<file path="src/rtl/tpu_pkg.sv">
// Shared constants and types for the TPU C-buffer drain path.
// Holds the default bus widths, the lane geometry and the drain FSM state encoding.
package tpu_pkg;

    localparam int TPU_ADDR_BITS  = 16;
    localparam int TPU_DATA_BITS  = 32;
    localparam int TPU_DATAC_BITS = 128;
    localparam int LANES          = 4;
    localparam int LANE_BITS      = $clog2(LANES);
    localparam int WCNT_BITS      = 14;

    typedef enum logic [2:0] {
        IDLE,
        FETCH,
        WAIT,
        SEND,
        DONE
    } drain_state_t;

    typedef logic [WCNT_BITS-1:0] wcnt_t;

    // Number of 128-bit C words in an M x N result; the low two bits of N are dropped.
    function automatic wcnt_t word_count(input logic [7:0] m, input logic [7:0] n);
        return wcnt_t'(m) * wcnt_t'(n >> 2);
    endfunction

endpackage

</file>
<file path="src/rtl/tpu_c_wordbuf.sv">
// Two-entry C word buffer: a hold register that feeds the 32-bit lane mux
// and a prefetch register that catches returning read data.
module tpu_c_wordbuf
    import tpu_pkg::*;
#(
    parameter int DATA_BITS  = TPU_DATA_BITS,
    parameter int DATAC_BITS = TPU_DATAC_BITS
) (
    input  logic                  clk,
    input  logic                  rst_n,
    input  logic                  load,
    input  logic [DATAC_BITS-1:0] load_data,
    input  logic                  ready,
    output logic                  valid,
    output logic [DATA_BITS-1:0]  data,
    output logic                  last_lane,
    output logic                  pop,
    output logic [1:0]            count
);

    logic [DATAC_BITS-1:0] hold_q;
    logic [DATAC_BITS-1:0] pf_q;
    logic                  hold_v;
    logic                  pf_v;
    logic [LANE_BITS-1:0]  lane;

    assign valid     = hold_v;
    assign last_lane = (lane == LANE_BITS'(LANES - 1));
    assign pop       = hold_v && ready && last_lane;
    assign count     = {1'b0, hold_v} + {1'b0, pf_v};

    always_comb begin
        data = '0;
        for (int i = 0; i < LANES; i++) begin
            if (lane == LANE_BITS'(i)) begin
                data = hold_q[i*DATA_BITS +: DATA_BITS];
            end
        end
    end

    // When the hold word retires, prefetch slides into hold on the same edge so
    // the stream never sees a bubble between words.
    always_ff @(posedge clk or negedge rst_n) begin
        if (!rst_n) begin
            hold_q <= '0;
            pf_q   <= '0;
            hold_v <= 1'b0;
            pf_v   <= 1'b0;
            lane   <= '0;
        end else begin
            if (hold_v && ready) begin
                lane <= lane + 1'b1;
            end
            if (!hold_v || pop) begin
                if (pf_v) begin
                    hold_q <= pf_q;
                    hold_v <= 1'b1;
                    pf_v   <= load;
                    if (load) begin
                        pf_q <= load_data;
                    end
                end else if (load) begin
                    hold_q <= load_data;
                    hold_v <= 1'b1;
                end else begin
                    hold_v <= 1'b0;
                end
            end else if (load) begin
                pf_q <= load_data;
                pf_v <= 1'b1;
            end
        end
    end

endmodule

</file>
<file path="src/rtl/tpu_c_drain.sv">
// Drain stage: reads the M x (N/4) C result words after the controller finishes
// and streams them out as 32-bit AXI-Stream beats with full backpressure.
module tpu_c_drain
    import tpu_pkg::*;
#(
    parameter int ADDR_BITS  = TPU_ADDR_BITS,
    parameter int DATA_BITS  = TPU_DATA_BITS,
    parameter int DATAC_BITS = TPU_DATAC_BITS
) (
    input  logic                  clk,
    input  logic                  rst_n,
    input  logic                  start,
    input  logic [7:0]            M,
    input  logic [7:0]            N,
    output logic                  busy,
    output logic                  done,
    output logic                  C_rd_en,
    output logic [ADDR_BITS-1:0]  C_index,
    input  logic [DATAC_BITS-1:0] C_data_out,
    output logic                  sm_tvalid,
    output logic [DATA_BITS-1:0]  sm_tdata,
    output logic                  sm_tlast,
    input  logic                  sm_tready
);

    drain_state_t state;
    wcnt_t        w_total;
    wcnt_t        w_start;
    wcnt_t        rd_cnt;
    wcnt_t        sent_cnt;
    logic         arriving;
    logic         buf_valid;
    logic         buf_last_lane;
    logic         buf_pop;
    logic [1:0]   buf_count;
    logic [2:0]   committed;
    logic         final_hs;
    logic         issue;

    tpu_c_wordbuf #(
        .DATA_BITS  (DATA_BITS),
        .DATAC_BITS (DATAC_BITS)
    ) u_wordbuf (
        .clk       (clk),
        .rst_n     (rst_n),
        .load      (arriving),
        .load_data (C_data_out),
        .ready     (sm_tready),
        .valid     (buf_valid),
        .data      (sm_tdata),
        .last_lane (buf_last_lane),
        .pop       (buf_pop),
        .count     (buf_count)
    );

    assign w_start   = word_count(M, N);
    assign sm_tvalid = buf_valid;
    assign sm_tlast  = buf_valid && buf_last_lane && (sent_cnt == w_total - 1'b1);
    assign final_hs  = buf_pop && sm_tlast;

    // Entries held after this edge plus the read already on the bus; a new read
    // goes out only while that total stays below the two buffer slots.
    assign committed = 3'(buf_count) + 3'(arriving) + 3'(C_rd_en) - 3'(buf_pop);
    assign issue     = ((state == FETCH) || (state == WAIT) || (state == SEND)) &&
                       (committed < 3'd2) && (rd_cnt < w_total);

    always_ff @(posedge clk or negedge rst_n) begin
        if (!rst_n) begin
            state    <= IDLE;
            w_total  <= '0;
            rd_cnt   <= '0;
            sent_cnt <= '0;
            arriving <= 1'b0;
            busy     <= 1'b0;
            done     <= 1'b0;
            C_rd_en  <= 1'b0;
            C_index  <= '0;
        end else begin
            C_rd_en  <= 1'b0;
            done     <= 1'b0;
            arriving <= C_rd_en;
            if (buf_pop) begin
                sent_cnt <= sent_cnt + 1'b1;
            end

            case (state)
                IDLE: begin
                    if (start) begin
                        w_total  <= w_start;
                        sent_cnt <= '0;
                        if (w_start == '0) begin
                            rd_cnt <= '0;
                            state  <= DONE;
                            done   <= 1'b1;
                        end else begin
                            rd_cnt  <= wcnt_t'(1);
                            C_rd_en <= 1'b1;
                            C_index <= '0;
                            busy    <= 1'b1;
                            state   <= FETCH;
                        end
                    end
                end
                FETCH: state <= WAIT;
                WAIT: begin
                    if (arriving) begin
                        state <= SEND;
                    end
                end
                SEND: begin
                    if (final_hs) begin
                        busy  <= 1'b0;
                        done  <= 1'b1;
                        state <= DONE;
                    end
                end
                DONE:    state <= IDLE;
                default: state <= IDLE;
            endcase

            if (issue) begin
                C_rd_en <= 1'b1;
                C_index <= ADDR_BITS'(rd_cnt);
                rd_cnt  <= rd_cnt + 1'b1;
            end
        end
    end

endmodule
</file>
<file path="config.mk">
export PLATFORM = sky130hd
export DESIGN_NAME = tpu_c_drain
export DESIGN_NICKNAME = d
export VERILOG_FILES = /design/src/rtl/tpu_pkg.sv /design/src/rtl/tpu_c_wordbuf.sv /design/src/rtl/tpu_c_drain.sv
export SDC_FILE = /design/constraint.sdc
export NUM_CORES = 1
export LEC_CHECK = 0
export CORE_UTILIZATION = 60
export DETAILED_ROUTE_END_ITERATION = 10
export PLACE_DENSITY = 0.84
export SYNTH_ARGS = -nofsm -noshare
export SYNTH_HDL_FRONTEND = slang
export SYNTH_HIERARCHICAL = 1
export SYNTH_SLANG_ARGS = --single-unit
</file>
<file path="constraint.sdc">
create_clock -name clk -period 6.3 [get_ports clk]
set_input_delay 1.26 -clock clk [delete_from_list [all_inputs] [get_ports clk]]
set_output_delay 1.26 -clock clk [all_outputs]
set_load 0.02 [all_outputs]
</file>
; ---- Word-level counts from Yosys, hierarchy flattened
; Index checks and enable logic that the tools add are counted.
[word_totals]
register_bits = 325
latchBits = 0
ramBits = 0
rom_bits = 0
input_bits = 148
output_inout_bits = 53
elab_cells = 105
n_memories = 0
[op_classes]
addsub = 8
multipliers = 1
div_mod_pow = 0
magnitude_cmp = 2
n_eq_ne = 13
shift = 0
muxes = 42
n_bitwise = 0
reduce_logical = 25
[op_table]
columns = operator, n
row1 = $mux 128, 5
row2 = $mux 32, 4
row3 = $mux 14, 6
row4 = $mux 16, 4
row5 = $add 14x1->14 const B, 2
row6 = $mux 1, 16
row7 = $eq 14x14->1, 1
row8 = $logic_not 14->1, 1
row9 = $lt 14x14->1, 1
row10 = $mul 8x6->14, 1
row11 = $sub 14x1->14 const B, 1
row12 = $mux 3, 4
row13 = $pmux 3 s4, 1
row14 = $ne 2x2->1 const B, 5
row15 = $reduce_bool 2->1, 5
row16 = $logic_and 1x1->1, 7
row17 = $eq 3x2->1 const B, 2
row18 = $reduce_and 2->1, 3
row19 = $reduce_and 3->1, 2
row20 = $eq 2x2->1 const B, 2
row21 = $pmux 1 s2, 2
row22 = $reduce_and 4->1, 1
row23 = $add 2x1->3, 1
row24 = $add 3x1->3, 1
row25 = other kinds (11), 13

; ---- Longest topological paths before layout
; Gate-level depths: netlist of run 1.
[logic_depth]
ltp_word = 9
ltp_mapped = 18
depth_no_buf = 15

; ---- Hierarchy
; Netlist of run 1, hierarchy kept.
[modules_own_cells]
columns = module, instances, cells_per_inst, area_per_inst_um2, seq_area_each_um2
row1 = tpu_c_wordbuf, 1, 920, 12993.7, 6506.2
row2 = tpu_c_drain, 1, 589, 5318.9, 1576.5

; ---- Worst setup path after synthesis of run 1
; Ideal clock, no wire load.
[synth_timing]
kind = input -> register
from = input N[7]
to = register state[0]
setup_time_ns = 0.125
arrival_time_ns = 4.986
required_time_ns = 6.175
slack_ns = 1.189
stages = 17
path_buffers = 3
path_cell_list = and2_1 > fa_1 > fa_1 > inv_1 > fa_1 > inv_1 > ha_1 > clkbuf_8 > or4_4 > o21ai_2 > nor3_2 > a2111oi_4 > nand4b_2 > and2_4 > buf_6 > buf_12 > o21bai_1
[synth_via]
elab_chain_cells = 5
[synth_lines]
columns = element, line_no
row1 = "start, declared", tpu_c_drain.sv:14  ; input logic [7:0] N,
row2 = $mul 8x6->14, tpu_pkg.sv:24  ; return wcnt_t'(m) * wcnt_t'(n >> 2);
row3 = $logic_not 14->1, tpu_c_drain.sv:91  ; if (w_start == '0) begin
row4 = $mux 3, tpu_c_drain.sv:91
row5 = $mux 3, tpu_c_drain.sv:88  ; if (start) begin
row6 = $pmux 3 s4, tpu_c_drain.sv:86  ; case (state)
row7 = "end signal, assigned", tpu_c_drain.sv:93  ; state <= DONE;
row8 = "end signal, assigned", tpu_c_drain.sv:100  ; state <= FETCH;
row9 = "end signal, assigned", tpu_c_drain.sv:104  ; FETCH: state <= WAIT;
row10 = "end, declared", tpu_c_drain.sv:26  ; drain_state_t state;
; No other way between the ends. The select of a mux whose other input is x is not followed.
; A chain may end at the register's enable or synchronous reset.

; ---- Worst setup path in the final report of run 1
[layout_timing]
from = input N[4]
to = register busy
[layout_via]
elab_chain_cells = 4
[layout_lines]
columns = element, line_no
row1 = $mul 8x6->14, tpu_pkg.sv:24
row2 = $logic_not 14->1, tpu_c_drain.sv:91
row3 = $ne 2x2->1 (no source line), n/a
row4 = $reduce_and 4->1 (no source line), n/a
row5 = "end signal, assigned", tpu_c_drain.sv:74  ; busy <= 1'b0;
row6 = "end signal, assigned", tpu_c_drain.sv:99  ; busy <= 1'b1;
row7 = "end signal, assigned", tpu_c_drain.sv:112  ; busy <= 1'b0;
row8 = "end, declared", tpu_c_drain.sv:15  ; output logic busy,
; No other way between the ends.

==> metrics.md, run 1 <==
| Metric | Value |
|---|---|
| Vias per inst | `5.95` |
| Synth area leader | `dfrtp_1` |
| I/O pins | `201` |
| # port buffers | `196` |
| Vias | `12,400` |
| Register area share after synthesis | `0.441` |
| Iteration-0 DRC Markers | `742` |
| Final setup TNS | `0 ps` |
| Max-cap violations | `0` |
| Drt total wl | `44,100 um` |
| CP cell instances | `clkdlybuf4s50_1 -> and2_1 -> fa_1 -> inv_1 -> fa_1 -> fa_1 -> inv_1 -> ha_1 -> a211oi_2 -> o21ai_0 -> a2111oi_0 -> nor3b_1 -> nand4b_2 -> and2_4 -> a2bb2oi_1` |
| Count leader, synth | `dfrtp_1` |
| Global-route wire length before repair | `70,200 um` |
| Post-Synthesis Cells | `1,509` |
| RSZ-0062 raised after global routing | `no` |
| Crit-path max cell delay | `roughly 570 ps` |
| Proportion of layout cells with a drive suffix above 1 | `0.235` |
| Net count, final | `1,893` |
| CTS root buffer | `clkbuf_16` |
| Post-synth top cells | `323 x dfrtp_1, 163 x mux2_2, 130 x mux2_4` |
| Final Wtd Congestion | `~0.9` |
| Crit path time final | `between 5000 and 6000 ps` |
| Netlist cell types | `73` |
| Yosys top cell area share | `0.441` |
| Fmax achieved | `181 MHz` |
| DRC violations left | `0` |
| Post-synth EDFFs | `0` |
| Initial DRT Pass Iterations | `5` |
| Initial core utilization | `0.615` |
| Core area | `0.0298 mm^2` |
| Rel. slew slack | `0.264` |
| Top cell by count, worst path | `fa_1` |
| Top area cells in the synthesized netlist | `dfrtp_1 44%, mux2_4 11%, mux2_2 10%, mux2i_1 3.6%, ha_1 3.1%` |
| Die H | `177 um` |
| Worst-path clk slew | `60 ps` |
| PwrDens | `544 mW/mm^2` |
| Worst path slowest cell | `clkdlybuf4s50_1` |
| Period utilization | `0.877` |
| Top FF cell, synth | `dfrtp_1` |
| Worst hold path type | `flip-flop to flip-flop` |
| # rows | `63` |
| Max-slew violations | `0` |
| GRT Total Usage | `0.287` |
| Yosys warning total | `6` |
| Initial antenna violation count | `2` |
| #FFs+latches synth | `323` |
| Nature of the critical path startpoint | `input port` |
| Wire per inst | `21.1 um` |
| CTS Buf Count | `35` |
| Slew @ Worst Pin | `1100 ps` |
| Post-layout util | `0.717` |
| Hold violation count in the final report | `0` |
| DRT antenna net count | `0` |
| Final setup fails | `0` |
| Die area | `0.0312 mm^2` |
| Cts hold-fix bufs | `0` |
| Worst-path maximum fanout | `18` |
| WS Path Type | `input port to flip-flop` |
| CTS tree | `yes` |
| CP arrival | `5950 ps` |
| Asr flop ratio synth | `1.00` |
| CTS resizes | `0` |
| Worst-Skew Late Latency | `roughly 520 ps` |
| CP Capture Type | `flip-flop` |
| Synthesized cell area | `0.0183 mm^2` |
| Post-CTS setup buffer count | `0` |
| Clock Skew | `15.2 ps` |
| Status | `complete, no violations` |
| Area grow syn2layout | `16.7%` |
| Clock Path Buffers | `3` |
| Required time of the critical path | `between 6000 and 7000 ps` |
| Lkg Pwr | `between 0.009 and 0.01 uW` |
| Vias in the first global route | `13,300` |
| Clock Sinks | `323` |
| Largest net degree at the start of global routing | `111` |
| Max VDD drop | `0.320 mV` |
| Die width | `177 um` |
| Global route total overflow | `0` |
| H-tree levels | `2` |
| Mean Syn Cell Area | `12.1 um^2` |
| Hpwl dp | `between 20,000 and 30,000 um` |
## cell usage in the layout (no fill, tap or decap), types with 4 or more instances in the layout
master           count
nor3_2               6
clkbuf_16           36
clkinv_2             6
o21ai_0             72
clkbuf_8             7
a21o_1               9
a221o_1              6
and3_1              19
a21oi_1             76
ha_1                42
or3_1                4
clkdlybuf4s50_1    195
nor2b_1              5
nor3_1              13
mux2_4             130
mux2_2             163
nand3_1             17
mux2i_1             66
and2_1              35
inv_1               88
xnor2_1             15
a22o_1              33
xor2_1              16
mux2_1              28
nor2_1              56
nor4_1               8
buf_4               15
nor3b_1              5
nand2_1             83
clkbuf_1             9
nand4_1              7
a31oi_1              6
dfrtp_1            322
a211oi_1             4
o211ai_1             4
o21bai_1             4
fa_1                26
## routing by layer
| layer | GRT usage | up-vias | part of all wire |
|---|---|---|---|
| li1 | - | 5647 | - |
| met2 | 0.496 | 327 | 0.50 |
| met4 | 0.113 | 2 | 0.038 |
| met5 | 0 | - | 0.00029 |
| met3 | 0.0580 | 94 | 0.059 |
| met1 | 0.350 | 6367 | 0.40 |
## where the power goes
| part | leakage (uW) | internal [uW] | switching, uW | total (uW) |
|---|---|---|---|---|
| combinational | 0.00528 | 2970 | 2870 | 5850 |
| clock | 0.000568 | 1220 | 836 | 2060 |
| sequential | 0.00386 | 3060 | 660 | 3720 |
| total | 0.00971 | 7260 | 4370 | 11600 |
## layout make-up
cell class | instances | area (um^2)
repair buffers | 214 | 2140
inverters | 88 | 330
fillers | 2046 | 8430
flip-flops and latches | 323 | 8090
diodes | 1 | 2.50
clock buffers | 52 | 1030
multi-input cells | 1012 | 9170
well taps | 390 | 488
clock inverters | 11 | 123
## final timing paths
| path | start | to | slack, ps | depth (start not counted) |
|---|---|---|---|---|
| setup / recovery | N[4] | busy$_DFFE_PN0P_ | 780 | 15 |
| hold / removal | C_rd_en$_DFF_PN0_ | arriving$_DFF_PN0_ | 430 | 0 |
| setup reg to reg | u_wordbuf/pf_v$_DFFE_PN0P_ | rd_cnt[7]$_DFFE_PN0P_ | 2120 | 10 |
| hold reg to reg | C_rd_en$_DFF_PN0_ | arriving$_DFF_PN0_ | 430 | 0 |
| max in group asynchronous | rst_n | state[1]$_DFFE_PN0P_ | 4190 | 2 |
| min in group asynchronous | rst_n | u_wordbuf/hold_q[11]$_DFFE_PN0P_ | 790 | 1 |
## sequential cells by signal (all words and copies together), names as in the netlist
signal	cells
u_wordbuf/valid	1
sent_cnt	14
rd_cnt	14
u_wordbuf/pf_q	128
C_index	14
C_rd_en	1
state	3
busy	1
u_wordbuf/lane	2
u_wordbuf/pf_v	1
w_total	14
done	1
u_wordbuf/hold_q	128
arriving	1
## worst max-delay path, delay by kind of cell
kind            cells  cell delay (ps)
buf+inv             3              660
compound gates      4             1250
fa+ha+maj           4             1900
simple gates        4              860
## metrics by stage
| step | setup slack (ps) | cell area, um^2 | power [uW] | hold WS [ps] | std cells |
|---|---|---|---|---|---|
| 2_1_floorplan | 1190 | 18300 | 8010 | 469 | 1510 |
| 3_3_place_gp | 350 | 20200 | 9240 | 412 | 2027 |
| 3_5_place_dp | 305 | 20200 | 9510 | 413 | 2027 |
| 4_1_cts | 820 | 21400 | 11600 | 433 | 2090 |
| 5_1_grt | 517 | 21400 | 12300 | 448 | 2090 |
| 6_report | 777 | 21400 | 11600 | 426 | 2091 |
## kinds of logic after synthesis
group,synth area share
fa+ha+maj,0.0597
flops,0.441
xor+xnor,0.0148
compound gates,0.0847
other cells,0.000205
simple gates,0.0793
mux,0.260
buf+inv,0.0597
Power figures use the tool's default switching activity.
==> run 2, diff against run 1 <==
CORE_MARGIN = 3   (was unset)
SKIP_CTS_REPAIR_TIMING = 1   (was unset)
==> metrics.md, run 2 (synthesis gave the netlist of run 1 again) <==
| Metric | Value |
|---|---|
| Global route total overflow | `0 (unchanged)` |
| R2R Path End | `rd_cnt[2]$_DFFE_PN0P_` |
| Area grow syn2layout | `16.5%` |
| Register area | `0.00809 mm^2 (unchanged)` |
| WS Path Type | `input port to flip-flop` |
| Worst-path clk slew | `60 ps (about the same)` |
| Drt total wl | `43,900 um (-0.48%)` |
| FF-to-FF Start | `u_wordbuf/lane[0]$_DFFE_PN0P_` |
| PwrDens | `543 mW/mm^2 (about the same)` |
| CP Capture Type | `flip-flop` |
| GRT Total Usage | `0.267 (-0.0195)` |
| Post-layout util | `0.714 (-0.00336)` |
| Initial antenna violation count | `7 (+5)` |
| Clock Skew | `22.5 ps (+7.27 ps)` |
| DRC violations left | `0 (unchanged)` |
| Placed insts | `2,024 (-0.15%)` |
| Final setup fails | `0 (unchanged)` |
| Slew @ Worst Pin | `1180 ps (+81.9 ps)` |
| Period utilization | `0.866 (-0.0108)` |
| Most common cell after layout, fill and taps aside | `dfrtp_1` |
| Vias in the first global route | `13,400 (+1.3%)` |
| Core area | `0.0299 mm^2 (+0.26%)` |
| Iteration-0 DRC Markers | `645 (-13%)` |
| Hold_sp | `C_rd_en$_DFF_PN0_` |
| Clock Sinks | `323 (unchanged)` |
| Status | `complete, no violations` |
| R2R depth | `12 (+2)` |
| Vias per inst | `5.94 (about the same)` |
| # rows | `63 (unchanged)` |
| Nature of the critical path startpoint | `input port` |
| Wire per inst | `21.1 um (-0.10%)` |
| Fmax achieved | `183 MHz (+1.2%)` |
| WHS Path Cells | `0 (unchanged)` |
| I/O pins | `201 (unchanged)` |
| CTS Buf Count | `35 (unchanged)` |
| Clock Path Buffers | `3 (unchanged)` |
| Initial core utilization | `0.613 (-0.00162)` |
| Die area | `0.0327 mm^2 (+4.6%)` |
| Hold violation count in the final report | `0 (unchanged)` |
| DRT antenna net count | `0 (unchanged)` |
| Global-route wire length before repair | `71,000 um (+1.1%)` |
| Net count, final | `1,890 (-0.16%)` |
| Largest net degree at the start of global routing | `135 (+22%)` |
| Worst hold path type | `flip-flop to flip-flop` |
| Rel. slew slack | `0.212 (-0.0518)` |
| Vias | `12,400 (-0.45%)` |
| Final Wtd Congestion | `0.889 (-1.1%)` |
| Worst-Skew Late Latency | `530 ps (about the same)` |
| # port buffers | `196 (unchanged)` |
| Critical path launch point | `N[6]` |
| Worst R2R Setup Slack | `2110 ps (about the same)` |
| Most frequent cells in the layout | `322 x dfrtp_1, 195 x clkdlybuf4s50_1, 163 x mux2_2` |
| Max-cap violations | `0 (unchanged)` |
| Post-Layout Cell Count | `2,083 (-0.38%)` |
| Die width | `181 um (+2.3%)` |
| Largest regs | `u_wordbuf/hold_q x128, u_wordbuf/pf_q x128` |
| Max VDD drop | `0.423 mV (+32%)` |
| CTS tree | `yes` |
| Max-slew violations | `0 (unchanged)` |
| RSZ-0062 raised after global routing | `no` |
| Die H | `181 um (+2.3%)` |
| CP arrival | `5860 ps (-90 ps)` |
| Hpwl dp | `29,900 um (about the same)` |
| Proportion of layout cells with a drive suffix above 1 | `0.230 (-0.00421)` |
| Area occupied by multi-input gates | `0.00917 mm^2 (unchanged)` |
| Post-route cell area | `0.0213 mm^2 (-0.20%)` |
| CTS root buffer | `clkbuf_16` |
| Required time of the critical path | `6700 ps (-30 ps)` |
| Crit path time final | `5460 ps (-68.1 ps)` |
| Final hold slack | `488 ps (+62.1 ps)` |
| Hold Path Sink | `arriving$_DFF_PN0_` |
| Final setup TNS | `0 ps (unchanged)` |
| Worst-path maximum fanout | `18 (unchanged)` |
| H-tree levels | `2 (unchanged)` |
| Placed Area | `0.0202 mm^2 (about the same)` |
| Fillcell total | `2,050 (+0.20%)` |
| Initial DRT Pass Iterations | `5 (unchanged)` |
| Lkg Pwr | `0.00967 uW (-0.36%)` |
==> run 2: layout make-up <==
type,instances,share of cell area
repair buffers,211,0.0999
diodes,1,0.000117
inverters,88,0.0155
clock buffers,48,0.0448
clock inverters,10,0.00774
well taps,390,0.0229
flip-flops and latches,323,0.379
multi-input cells,1012,0.430
==> run 2: worst max-delay path by stage <==
stage | endpoint | slack, ps | depth (start not counted)
3_3_place_gp | C_rd_en$_DFF_PN0_ | 370 | 15
6_report | C_rd_en$_DFF_PN0_ | 840 | 15
5_1_grt | C_rd_en$_DFF_PN0_ | 410 | 15
2_1_floorplan | state[0]$_DFFE_PN0P_ | 1190 | 17
4_1_cts | C_rd_en$_DFF_PN0_ | 830 | 15
3_5_place_dp | C_rd_en$_DFF_PN0_ | 340 | 15
==> run 2: per-layer routing <==
| layer | vias up | wire [um] | track usage |
|---|---|---|---|
| met3 | 103 | 2540 | 0.0554 |
| met5 | - | 80 | 0 |
| met2 | 383 | 22100 | 0.462 |
| li1 | 5631 | - | - |
| met4 | 12 | 1710 | 0.0995 |
| met1 | 6252 | 17400 | 0.332 |
==> run 2: worst max-delay path: stages <==
cell             delay [ps]
clkdlybuf4s50_1         550
and2_1                  250
fa_1                    490
fa_1                    550
inv_1                    60
fa_1                    530
inv_1                    40
ha_1                    350
o21ai_0                 170
o21ai_0                 370
a2111oi_0               190
nor3b_1                 330
nand4b_2                180
and2_4                  250
or2_2                   290
==> run 2: metrics by stage <==
step	setup slack [ps]	power, uW
global route	408	12300
detailed placement	340	9500
finish	845	11600
floorplan	1190	8010
global placement	368	9250
CTS	830	11600
==> run 2: power by group <==
group / switching (uW) / total (uW) / internal (uW) / leakage, uW
Clock: 840 / 2030 / 1190 / 0.000546
Sequential: 655 / 3720 / 3060 / 0.00386
Combinational: 2860 / 5840 / 2980 / 0.00527
Total: 4350 / 11600 / 7240 / 0.00967
